**config.mk**
```make
export PLATFORM = sky130hd
export DESIGN_NAME = vga_sync_decoder_flat
export DESIGN_NICKNAME = d
export VERILOG_FILES = /design/src/rtl/vga_timing_pkg.sv /design/src/rtl/vga_sync_decoder_if.sv /design/src/rtl/sync_edge_det.sv /design/src/rtl/vga_sync_decoder.sv /design/src/flat_wrapper.sv
export SDC_FILE = /design/constraint.sdc
export NUM_CORES = 1
export LEC_CHECK = 0
export BUFFER_PORTS_ARGS = -buffer_cell sky130_fd_sc_hd__buf_2
export CORE_MARGIN = 3
export CORE_UTILIZATION = 64
export DETAILED_ROUTE_END_ITERATION = 16
export GPL_ROUTABILITY_DRIVEN = 0
export PLACE_DENSITY = 0.85
export SYNTH_ARGS = -nofsm -noshare
export SYNTH_HDL_FRONTEND = slang
export SYNTH_HIERARCHICAL = 1
export SYNTH_SLANG_ARGS = --single-unit
export TNS_END_PERCENT = 30
```
**constraint.sdc**
```tcl
create_clock -name Clk -period 4.6 [get_ports Clk]
set_input_delay 0 -clock Clk [delete_from_list [all_inputs] [get_ports Clk]]
set_output_delay 0 -clock Clk [all_outputs]
set_load 0.03 [all_outputs]
```
**src/rtl/vga_timing_pkg.sv**
```systemverilog
// vga_timing_pkg: default 640x480 timing constants and shared
// types for the VGA sync decoder slice.
package vga_timing_pkg;

  localparam int VGA_H_VISIBLE   = 640;
  localparam int VGA_H_TOTAL     = 800;
  localparam int VGA_V_VISIBLE   = 480;
  localparam int VGA_V_TOTAL     = 525;
  localparam int VGA_LOCK_FRAMES = 2;

  typedef enum logic [1:0] {
    SEARCH,
    MEASURE,
    LOCKED
  } sync_state_t;

  typedef logic [9:0] coord_t;

  function automatic coord_t sat_inc(input coord_t v);
    return (v == '1) ? v : coord_t'(v + 10'd1);
  endfunction

endpackage

```
**src/rtl/vga_sync_decoder_if.sv**
```systemverilog
// vga_sync_decoder_if: pixel-rate strobe bundle from the VGA
// timing generator (master) to the sync decoder (slave).
interface vga_sync_decoder_if;

  logic pix_en;
  logic hs;
  logic vs;
  logic disp;

  modport master (
    output pix_en,
    output hs,
    output vs,
    output disp
  );

  modport slave (
    input pix_en,
    input hs,
    input vs,
    input disp
  );

endinterface

```
**src/rtl/sync_edge_det.sv**
```systemverilog
// sync_edge_det: registers one strobe on pixel enables and flags
// its falling/rising edges on the enabled sample.
module sync_edge_det (
  input  logic clk,
  input  logic rst_n,
  input  logic en,
  input  logic d,
  output logic fall,
  output logic rise
);

  logic s_q;
  logic s_d;

  // hold the last sampled level between pixel enables
  always_comb begin
    s_d = s_q;
    if (en) s_d = d;
  end

  // sampled level resets to the inactive-high sync level
  always_ff @(posedge clk or negedge rst_n) begin
    if (!rst_n) s_q <= 1'b1;
    else        s_q <= s_d;
  end

  assign fall = en & s_q & ~d;
  assign rise = en & ~s_q & d;

endmodule

```
**src/rtl/vga_sync_decoder.sv**
```systemverilog
// vga_sync_decoder: rebuilds X/Y, frame markers and a lock
// status from the hs/vs/disp strobes of the VGA controller.
module vga_sync_decoder
  import vga_timing_pkg::*;
#(
  parameter int H_VISIBLE   = VGA_H_VISIBLE,
  parameter int H_TOTAL     = VGA_H_TOTAL,
  parameter int V_VISIBLE   = VGA_V_VISIBLE,
  parameter int V_TOTAL     = VGA_V_TOTAL,
  parameter int LOCK_FRAMES = VGA_LOCK_FRAMES
) (
  input  logic              Clk,
  input  logic              Reset_n,
  vga_sync_decoder_if.slave sync,
  output coord_t            X,
  output coord_t            Y,
  output logic              pixel_valid,
  output logic              frame_start,
  output logic              locked,
  output logic [7:0]        err_count
);

  logic en;
  logic hs_fall;
  logic vs_fall;
  logic disp_fall;
  logic disp_rise;
  logic hs_rise_unused;
  logic vs_rise_unused;

  assign en = sync.pix_en;

  sync_edge_det u_hs_det (
    .clk  (Clk),
    .rst_n(Reset_n),
    .en   (en),
    .d    (sync.hs),
    .fall (hs_fall),
    .rise (hs_rise_unused)
  );

  sync_edge_det u_vs_det (
    .clk  (Clk),
    .rst_n(Reset_n),
    .en   (en),
    .d    (sync.vs),
    .fall (vs_fall),
    .rise (vs_rise_unused)
  );

  sync_edge_det u_disp_det (
    .clk  (Clk),
    .rst_n(Reset_n),
    .en   (en),
    .d    (sync.disp),
    .fall (disp_fall),
    .rise (disp_rise)
  );

  sync_state_t state_q, state_d;
  coord_t      h_cnt_q, h_cnt_d;
  coord_t      v_cnt_q, v_cnt_d;
  coord_t      x_q, x_d;
  coord_t      y_q, y_d;
  logic        h_seen_q, h_seen_d;
  logic        ferr_q, ferr_d;
  logic [7:0]  good_q, good_d;
  logic [7:0]  errs_q, errs_d;
  logic        locked_q, locked_d;
  logic        pv_q, pv_d;
  logic        fs_q, fs_d;

  logic [10:0] h_len;
  logic        h_err;
  logic        d_err;
  logic        line_err;
  coord_t      v_eff;
  coord_t      y_eff;
  logic        frame_ok;

  // line/frame checks and counter updates for this sample
  always_comb begin
    h_len    = {1'b0, h_cnt_q} + 11'd1;
    h_err    = hs_fall & h_seen_q & (h_len != 11'(H_TOTAL));
    d_err    = disp_fall & (x_q != coord_t'(H_VISIBLE - 1));
    line_err = h_err | d_err;
    v_eff    = hs_fall ? sat_inc(v_cnt_q) : v_cnt_q;
    y_eff    = disp_fall ? sat_inc(y_q) : y_q;
    frame_ok = ~ferr_q & ~line_err
             & (v_eff == coord_t'(V_TOTAL))
             & (y_eff == coord_t'(V_VISIBLE));

    h_cnt_d = h_cnt_q;
    if (en) h_cnt_d = hs_fall ? '0 : sat_inc(h_cnt_q);
    h_seen_d = h_seen_q | hs_fall;
    v_cnt_d  = vs_fall ? '0 : v_eff;
    ferr_d   = vs_fall ? 1'b0 : (ferr_q | line_err);

    x_d = x_q;
    if (disp_rise)          x_d = '0;
    else if (en & sync.disp) x_d = sat_inc(x_q);
    y_d = vs_fall ? '0 : y_eff;
  end

  // lock state machine and registered status outputs
  always_comb begin
    state_d = state_q;
    good_d  = good_q;
    errs_d  = errs_q;
    unique case (state_q)
      SEARCH: begin
        if (vs_fall) begin
          state_d = MEASURE;
          good_d  = '0;
        end
      end
      MEASURE: begin
        if (vs_fall) begin
          if (frame_ok) begin
            good_d = good_q + 8'd1;
            if (good_d == 8'(LOCK_FRAMES)) state_d = LOCKED;
          end else begin
            good_d = '0;
          end
        end
      end
      LOCKED: begin
        if (line_err | (vs_fall & ~frame_ok)) begin
          state_d = MEASURE;
          good_d  = '0;
          if (errs_q != 8'hff) errs_d = errs_q + 8'd1;
        end
      end
      default: state_d = SEARCH;
    endcase
    locked_d = (state_d == LOCKED);
    pv_d     = pv_q;
    if (en) pv_d = sync.disp & locked_d;
    fs_d     = vs_fall & locked_d;
  end

  // all decoder state, counters start at 1 and syncs inactive
  always_ff @(posedge Clk or negedge Reset_n) begin
    if (!Reset_n) begin
      state_q  <= SEARCH;
      h_cnt_q  <= coord_t'(1);
      v_cnt_q  <= coord_t'(1);
      h_seen_q <= 1'b1;
      ferr_q   <= 1'b0;
      good_q   <= '0;
      errs_q   <= '0;
      x_q      <= '0;
      y_q      <= '0;
      locked_q <= 1'b0;
      pv_q     <= 1'b0;
      fs_q     <= 1'b0;
    end else begin
      state_q  <= state_d;
      h_cnt_q  <= h_cnt_d;
      v_cnt_q  <= v_cnt_d;
      h_seen_q <= h_seen_d;
      ferr_q   <= ferr_d;
      good_q   <= good_d;
      errs_q   <= errs_d;
      x_q      <= x_d;
      y_q      <= y_d;
      locked_q <= locked_d;
      pv_q     <= pv_d;
      fs_q     <= fs_d;
    end
  end

  assign X           = x_q;
  assign Y           = y_q;
  assign pixel_valid = pv_q;
  assign frame_start = fs_q;
  assign locked      = locked_q;
  assign err_count   = errs_q;

endmodule
```
**src/flat_wrapper.sv**
```systemverilog
// flat-port wrapper written by rule: the top's interface ports become plain ports
module vga_sync_decoder_flat import vga_timing_pkg::*;
#(
  parameter int H_VISIBLE   = VGA_H_VISIBLE,
  parameter int H_TOTAL     = VGA_H_TOTAL,
  parameter int V_VISIBLE   = VGA_V_VISIBLE,
  parameter int V_TOTAL     = VGA_V_TOTAL,
  parameter int LOCK_FRAMES = VGA_LOCK_FRAMES
)
  (Clk, Reset_n, X, Y, pixel_valid, frame_start, locked, err_count, sync_pix_en, sync_hs, sync_vs, sync_disp);
  vga_sync_decoder_if sync_i ();
  input  logic Clk;
  input  logic Reset_n;
  output coord_t X;
  output coord_t Y;
  output logic pixel_valid;
  output logic frame_start;
  output logic locked;
  output logic [7:0] err_count;
  input wire logic [$bits(sync_i.pix_en)-1:0] sync_pix_en;
  input wire logic [$bits(sync_i.hs)-1:0] sync_hs;
  input wire logic [$bits(sync_i.vs)-1:0] sync_vs;
  input wire logic [$bits(sync_i.disp)-1:0] sync_disp;
  assign sync_i.pix_en = sync_pix_en;
  assign sync_i.hs = sync_hs;
  assign sync_i.vs = sync_vs;
  assign sync_i.disp = sync_disp;
  vga_sync_decoder #(.H_VISIBLE(H_VISIBLE), .H_TOTAL(H_TOTAL), .V_VISIBLE(V_VISIBLE), .V_TOTAL(V_TOTAL), .LOCK_FRAMES(LOCK_FRAMES)) u_core (.Clk(Clk), .Reset_n(Reset_n), .sync(sync_i), .X(X), .Y(Y), .pixel_valid(pixel_valid), .frame_start(frame_start), .locked(locked), .err_count(err_count));
endmodule
```
== Word level (Yosys, flattened, before mapping) ==
Index checks and enable logic that the tools add are counted.
Storage, ports and cells
  flip-flop bits (word level): 66
  logic and storage cells: 99
  input bits: 6
  output and inout port bits: 31
Cells by class
  add/sub/neg operators: 7
  equal/unequal tests: 18
  reductions and logical operators: 7
  bitwise operators: 29
  multiplexer cells: 23
Operators with widths (number)
  two-way mux 10 bit: 11
  equality test 10 bit (second input constant): 5
  adder 10 x 1 -> 10 bit (second input constant): 4
  two-way mux 8 bit: 4
  one-hot mux 8 bit (3 select lines): 1
  bitwise AND 1 bit: 18
  adder 8 x 1 -> 8 bit (second input constant): 2
  adder 10 x 1 -> 11 bit (second input constant): 1
  inequality test 11 x 10 -> 1 bit (second input constant): 1
  equality test 10 x 9 -> 1 bit (second input constant): 1
  two-way mux 2 bit: 5
  inequality test 10 bit (second input constant): 1
  inequality test 2 x 1 -> 1 bit (second input constant): 5
  equality test 8 x 2 -> 1 bit (second input constant): 1
  inequality test 8 bit (second input constant): 1
  inverter 1 bit: 7
  one-hot mux 2 bit (3 select lines): 1
  equality test 2 bit (second input constant): 2
  OR 1 bit: 4
  AND reduction 2 bit: 2
  AND reduction 4 bit: 1
  AND reduction 3 bit: 1
  nonzero test 3 bit: 1
  equality test 2 x 1 -> 1 bit (second input constant): 1
  other kinds (3): 3

== Depth between registers and ports, before layout ==
  depth in word-level cells: 16
  mapped depth: 11
  mapped depth without buffers: 8

== Cells and area by module ==
Netlist, hierarchy kept.
Modules (own cells, without submodules)
  vga_sync_decoder: instances 1, area an instance 3771.1 um2, cells each 404, sequential area each 1580.3 um2
  sync_edge_det: instances 3, area an instance 61.3 um2, cells each 4, sequential area each 26.3 um2

== Worst setup path before layout ==
OpenSTA, ideal clock, no wires.
  path kind: reg-to-reg
  from: reg u_core.y_q[0] (netlist: u_core/Y[0])
  to: reg u_core.errs_q[1] (netlist: u_core/err_count[1])
  buffers on the path: 1
  library setup time: 0.125 ns
  data arrival time: 2.492 ns
  clock period less this slack: 2.617 ns
  required time: 4.475 ns
  cell stages (with the launch flop): 10
  slack: 1.983 ns
  cells stage by stage: dfrtp_1 > ha_1 > nand4_1 > o31a_1 > mux2i_1 > nor4_1 > and4_1 > buf_6 > nor3b_2 > mux2_4
On the way
  longest elaborated chain between the ends: 9
  elaborated cells between the ends (all ways): 10
  classes of those cells: add/sub (1); eq/ne (2); mux (2); bitwise (4); reduce/logical (1)
Ends and longest elaborated chain
  from (decl): RTL line vga_sync_decoder.sv:64  | coord_t y_q, y_d;
  from (signal assigned): RTL line vga_sync_decoder.sv:166  | y_q <= y_d;
  adder 10 x 1 -> 10 bit or equality test 10 bit (tied branches): RTL line vga_timing_pkg.sv:20  | return (v == '1) ? v : coord_t'(v + 10'd1);
  two-way mux 10 bit: RTL line vga_timing_pkg.sv:20
  two-way mux 10 bit (*): RTL line vga_sync_decoder.sv:88  | y_eff = disp_fall ? sat_inc(y_q) : y_q;
  equality test 10 x 9 -> 1 bit (*): RTL line vga_sync_decoder.sv:91  | & (y_eff == coord_t'(V_VISIBLE));
  bitwise AND 1 bit (*): RTL line vga_sync_decoder.sv:91
  inverter 1 bit (*): RTL line vga_sync_decoder.sv:128  | if (line_err | (vs_fall & ~frame_ok)) begin
  bitwise AND 1 bit (*): RTL line vga_sync_decoder.sv:128
  OR 1 bit (*): RTL line vga_sync_decoder.sv:128
  AND reduction 3 bit (no line) (*)
  to (signal assigned): RTL line vga_sync_decoder.sv:164  | errs_q <= errs_d;
  to (decl): RTL line vga_sync_decoder.sv:68  | logic [7:0] errs_q, errs_d;
Every way passes the cells marked *; elsewhere a longest branch is shown, timed or not.
A chain may end at the register's enable or synchronous reset.

== Worst setup path in the final report ==
  from: reg u_core.u_hs_det.s_q
  to: reg u_core.errs_q[1] (netlist: u_core/err_count[1])
On the way
  longest elaborated chain between the ends: 13
  elaborated cells between the ends (all ways): 15
  classes of those cells: eq/ne (1); mux (1); bitwise (12); reduce/logical (1)
Ends and longest elaborated chain
  from (decl): RTL line sync_edge_det.sv:12  | logic s_q;
  from (signal assigned): RTL line sync_edge_det.sv:23  | if (!rst_n) s_q <= 1'b1;
  from (signal assigned): RTL line sync_edge_det.sv:24  | else s_q <= s_d;
  bitwise AND 1 bit (*) (2 in a row): RTL line sync_edge_det.sv:27  | assign fall = en & s_q & ~d;
  named net u_core.hs_fall: RTL line vga_sync_decoder.sv:24  | logic hs_fall;
  bitwise AND 1 bit (2 in a row): RTL line vga_sync_decoder.sv:84  | h_err = hs_fall & h_seen_q & (h_len != 11'(H_TOTAL));
  OR 1 bit: RTL line vga_sync_decoder.sv:86  | line_err = h_err | d_err;
  inverter 1 bit: RTL line vga_sync_decoder.sv:89  | frame_ok = ~ferr_q & ~line_err
  bitwise AND 1 bit: RTL line vga_sync_decoder.sv:89
  bitwise AND 1 bit: RTL line vga_sync_decoder.sv:90  | & (v_eff == coord_t'(V_TOTAL))
  bitwise AND 1 bit: RTL line vga_sync_decoder.sv:91
  inverter 1 bit: RTL line vga_sync_decoder.sv:128
  bitwise AND 1 bit: RTL line vga_sync_decoder.sv:128
  OR 1 bit (*): RTL line vga_sync_decoder.sv:128
  AND reduction 3 bit (no line) (*)
The timed path passes the listed nets; every way through them passes the cells marked *.

==> flow_summary.yaml <==
min_path:
  timing.hold.worst.class: "in -> reg"
logic_synthesis:
  syn_nets: 427
  post_synth_inst_count: 414
  post_synth_instance_area_um2: 3940
  ys.warnings.count: 6
  average_cell_area_after_synthesis_um2: 9.50
clocking:
  ctsResizeCount: 0
  clkLatencyLatePin_ps: 340
  clock_tree.htree_level_count: 3
  holdBufCountCts: 4
  tritoncts: "built"
  buffers_inserted_by_post_cts_timing_repair: 0
  clk_root_buffer_cell: "sky130_fd_sc_hd__clkbuf_8"
  clock_path_buffers: 2
  clkSinkCount: 66
  clock_buffer_count_from_cts: 9
  clkTransAtPathRegs_ps: 80
detailed_routing:
  vias: 3390
  drt.antenna.violating_nets: 0
  route.detailed.vias_per_inst: 6.47
  detail_route.drc_violations: 0
  initialDrtViolationCount: 279
  wire_per_inst_um: 16.7
  first_pass_iters: 5
  routed_wirelength_mm: 8.76
setup_path:
  timing.critical_path.fanout_max: 19
  cp-end-kind: "flop"
  required_ps: 4830
  criticalPathCategory: "reg -> reg"
  critical_path.startpoint_type: "flop"
  worstPathArrival_ps: 3600
finish:
  final_net_count: 460
  finalCoreUtilization: 0.768
  fraction_of_layout_cells_with_a_size_suffix_above_1: 0.190
  finalNonFillerCells: 524
  antenna_cells: 0
  final_cell_area_um2: 4390
  signed_area_change_from_the_synthesized_netlist_to_the_final_layout_pct: 11.5
pwr:
  power_leakage_nw: 2.00
  power_mw: 1.61
  p_clk_frac: 0.373
  p_int_mw: 1.11
  seq_power_share: 0.450
  power.net_switching_mw: 0.497
  ir_worst_vdd_uv: 270
  power_density_nw_per_um2: 366
  share_comb_of_total_power: 0.177
  power.switching_fraction: 0.309
floorplanning:
  design.portCount: 37
  die-area_um2: 7130
  fp.coreArea_um2: 5710
  core.rowCount: 27
  initial_utilization: 0.689
  die_width_um: 84.4
  die_h_um: 84.4
global_routing:
  first_global_vias: 3141
  grt_antenna_before_repair: 0
  groute.usage.overall: 0.254
  grt_start_max_net_pins: 67
  globalRouteOverflowTotal: 0
  grt_first_pass_wirelength_mm: 14.8
timing:
  report.final.hold_viol_count: 0
  fin_worst_hold_slack_ps: 62.5
  fmaxAchievable_mhz: 297
  slew_viol_final: 0
  grt_setup_unrepaired: "no"
  report.final.setup_viol: 0
  tightest_slew_ps: 1240
  timing.setup.tns_ps: 0
  post-route-worst-setup-slack_ps: 1230
  final_min_period_over_clock_period: 0.733
  timing.slew.headroom: 0.165
  skew_ps: 12.4
  period_minus_slack_ps: 3370
placement:
  dp_cells: 504
  dp_hpwl_mm: 5.85
  io_buffer_count: 36
  place_ws_ps: 1320
  placed_area_um2: 4100
flow_run:
  max_cap_viol_count: 0
status:
  run_status: "complete, no violations"
## flip-flops by register name, summed over array words and instances (netlist names)
register	flops
u_core/X	10
u_core/h_cnt_q	10
u_core/frame_start	1
u_core/u_vs_det/s_q	1
u_core/state_q	2
u_core/ferr_q	1
u_core/u_hs_det/s_q	1
u_core/locked	1
u_core/err_count	8
u_core/v_cnt_q	10
u_core/u_disp_det/s_q	1
u_core/h_seen_q	1
u_core/Y	10
u_core/pixel_valid	1
u_core/good_q	8
## cell usage in the layout, fill, tap and decap left out, types with 7 or more instances in the layout
master and instances:
sky130_fd_sc_hd__a21oi_1 16, sky130_fd_sc_hd__a31oi_1 7, sky130_fd_sc_hd__and3_1 10, sky130_fd_sc_hd__and4_1 8, sky130_fd_sc_hd__buf_2 36, sky130_fd_sc_hd__clkbuf_8 9, sky130_fd_sc_hd__dfrtp_1 60, sky130_fd_sc_hd__ha_1 7
sky130_fd_sc_hd__inv_1 12, sky130_fd_sc_hd__mux2i_1 10, sky130_fd_sc_hd__nand2_1 30, sky130_fd_sc_hd__nand3_1 16, sky130_fd_sc_hd__nand4_1 16, sky130_fd_sc_hd__nor2_1 34, sky130_fd_sc_hd__nor2b_1 9, sky130_fd_sc_hd__nor3_1 16
sky130_fd_sc_hd__nor4_1 7, sky130_fd_sc_hd__o21ai_0 21, sky130_fd_sc_hd__o31ai_1 7, sky130_fd_sc_hd__xnor2_1 8, sky130_fd_sc_hd__xor2_1 15
## routing by layer
metal,GRT usage,routed length [um],up-vias
li1,-,-,1605
met1,0.363,4040,1628
met2,0.387,4040,142
met3,0.0422,520,15
met4,0.101,168,0
met5,0,0,-
## final timing paths
path | from | to | slack, ps | depth (start not counted)
setup / recovery | u_core/u_hs_det/s_q$_DFFE_PN1P_ | u_core/err_count[1]$_DFFE_PN0P_ | 1230 | 8
hold / removal | sync_pix_en | u_core/pixel_valid$_DFFE_PN0P_ | 60 | 2
setup reg to reg | u_core/u_hs_det/s_q$_DFFE_PN1P_ | u_core/err_count[1]$_DFFE_PN0P_ | 1230 | 8
hold reg to reg | u_core/err_count[5]$_DFFE_PN0P_ | u_core/err_count[5]$_DFFE_PN0P_ | 490 | 1
max in group asynchronous | Reset_n | u_core/good_q[2]$_DFFE_PN0P_ | 3690 | 3
min in group asynchronous | Reset_n | u_core/X[3]$_DFFE_PN0P_ | 360 | 3
## power groups by stage
stage          registers [mW]  logic (mW)  clock network (mW)
6_report                0.723       0.284               0.599
2_1_floorplan           0.753       0.175                   0
4_1_cts                 0.720       0.285               0.607
5_1_grt                 0.736       0.310               0.638
3_5_place_dp            0.730       0.278                   0
3_3_place_gp            0.724       0.267                   0
## cell type report
| class | instances | area (um^2) |
|---|---|---|
| Multi-Input combinational cell | 317 | 2120 |
| Sequential cell | 66 | 1660 |
| Fill cell | 399 | 1320 |
| Timing Repair Buffer | 41 | 228 |
| Clock buffer | 10 | 128 |
| Clock inverter | 6 | 115 |
| Tap cell | 72 | 90.1 |
| Inverter | 12 | 45.0 |
## worst max-delay path, cell delays in order, from the launching register on
cell and delay (ps):
sky130_fd_sc_hd__dfstp_2 540, sky130_fd_sc_hd__and3b_2 430, sky130_fd_sc_hd__nand4_2 270, sky130_fd_sc_hd__nor4_1 330
sky130_fd_sc_hd__o221ai_1 190, sky130_fd_sc_hd__nor4_2 340, sky130_fd_sc_hd__and4_1 690, sky130_fd_sc_hd__nor3b_2 150
sky130_fd_sc_hd__mux2_4 330
No activity file was read; power rests on OpenSTA's default activity.
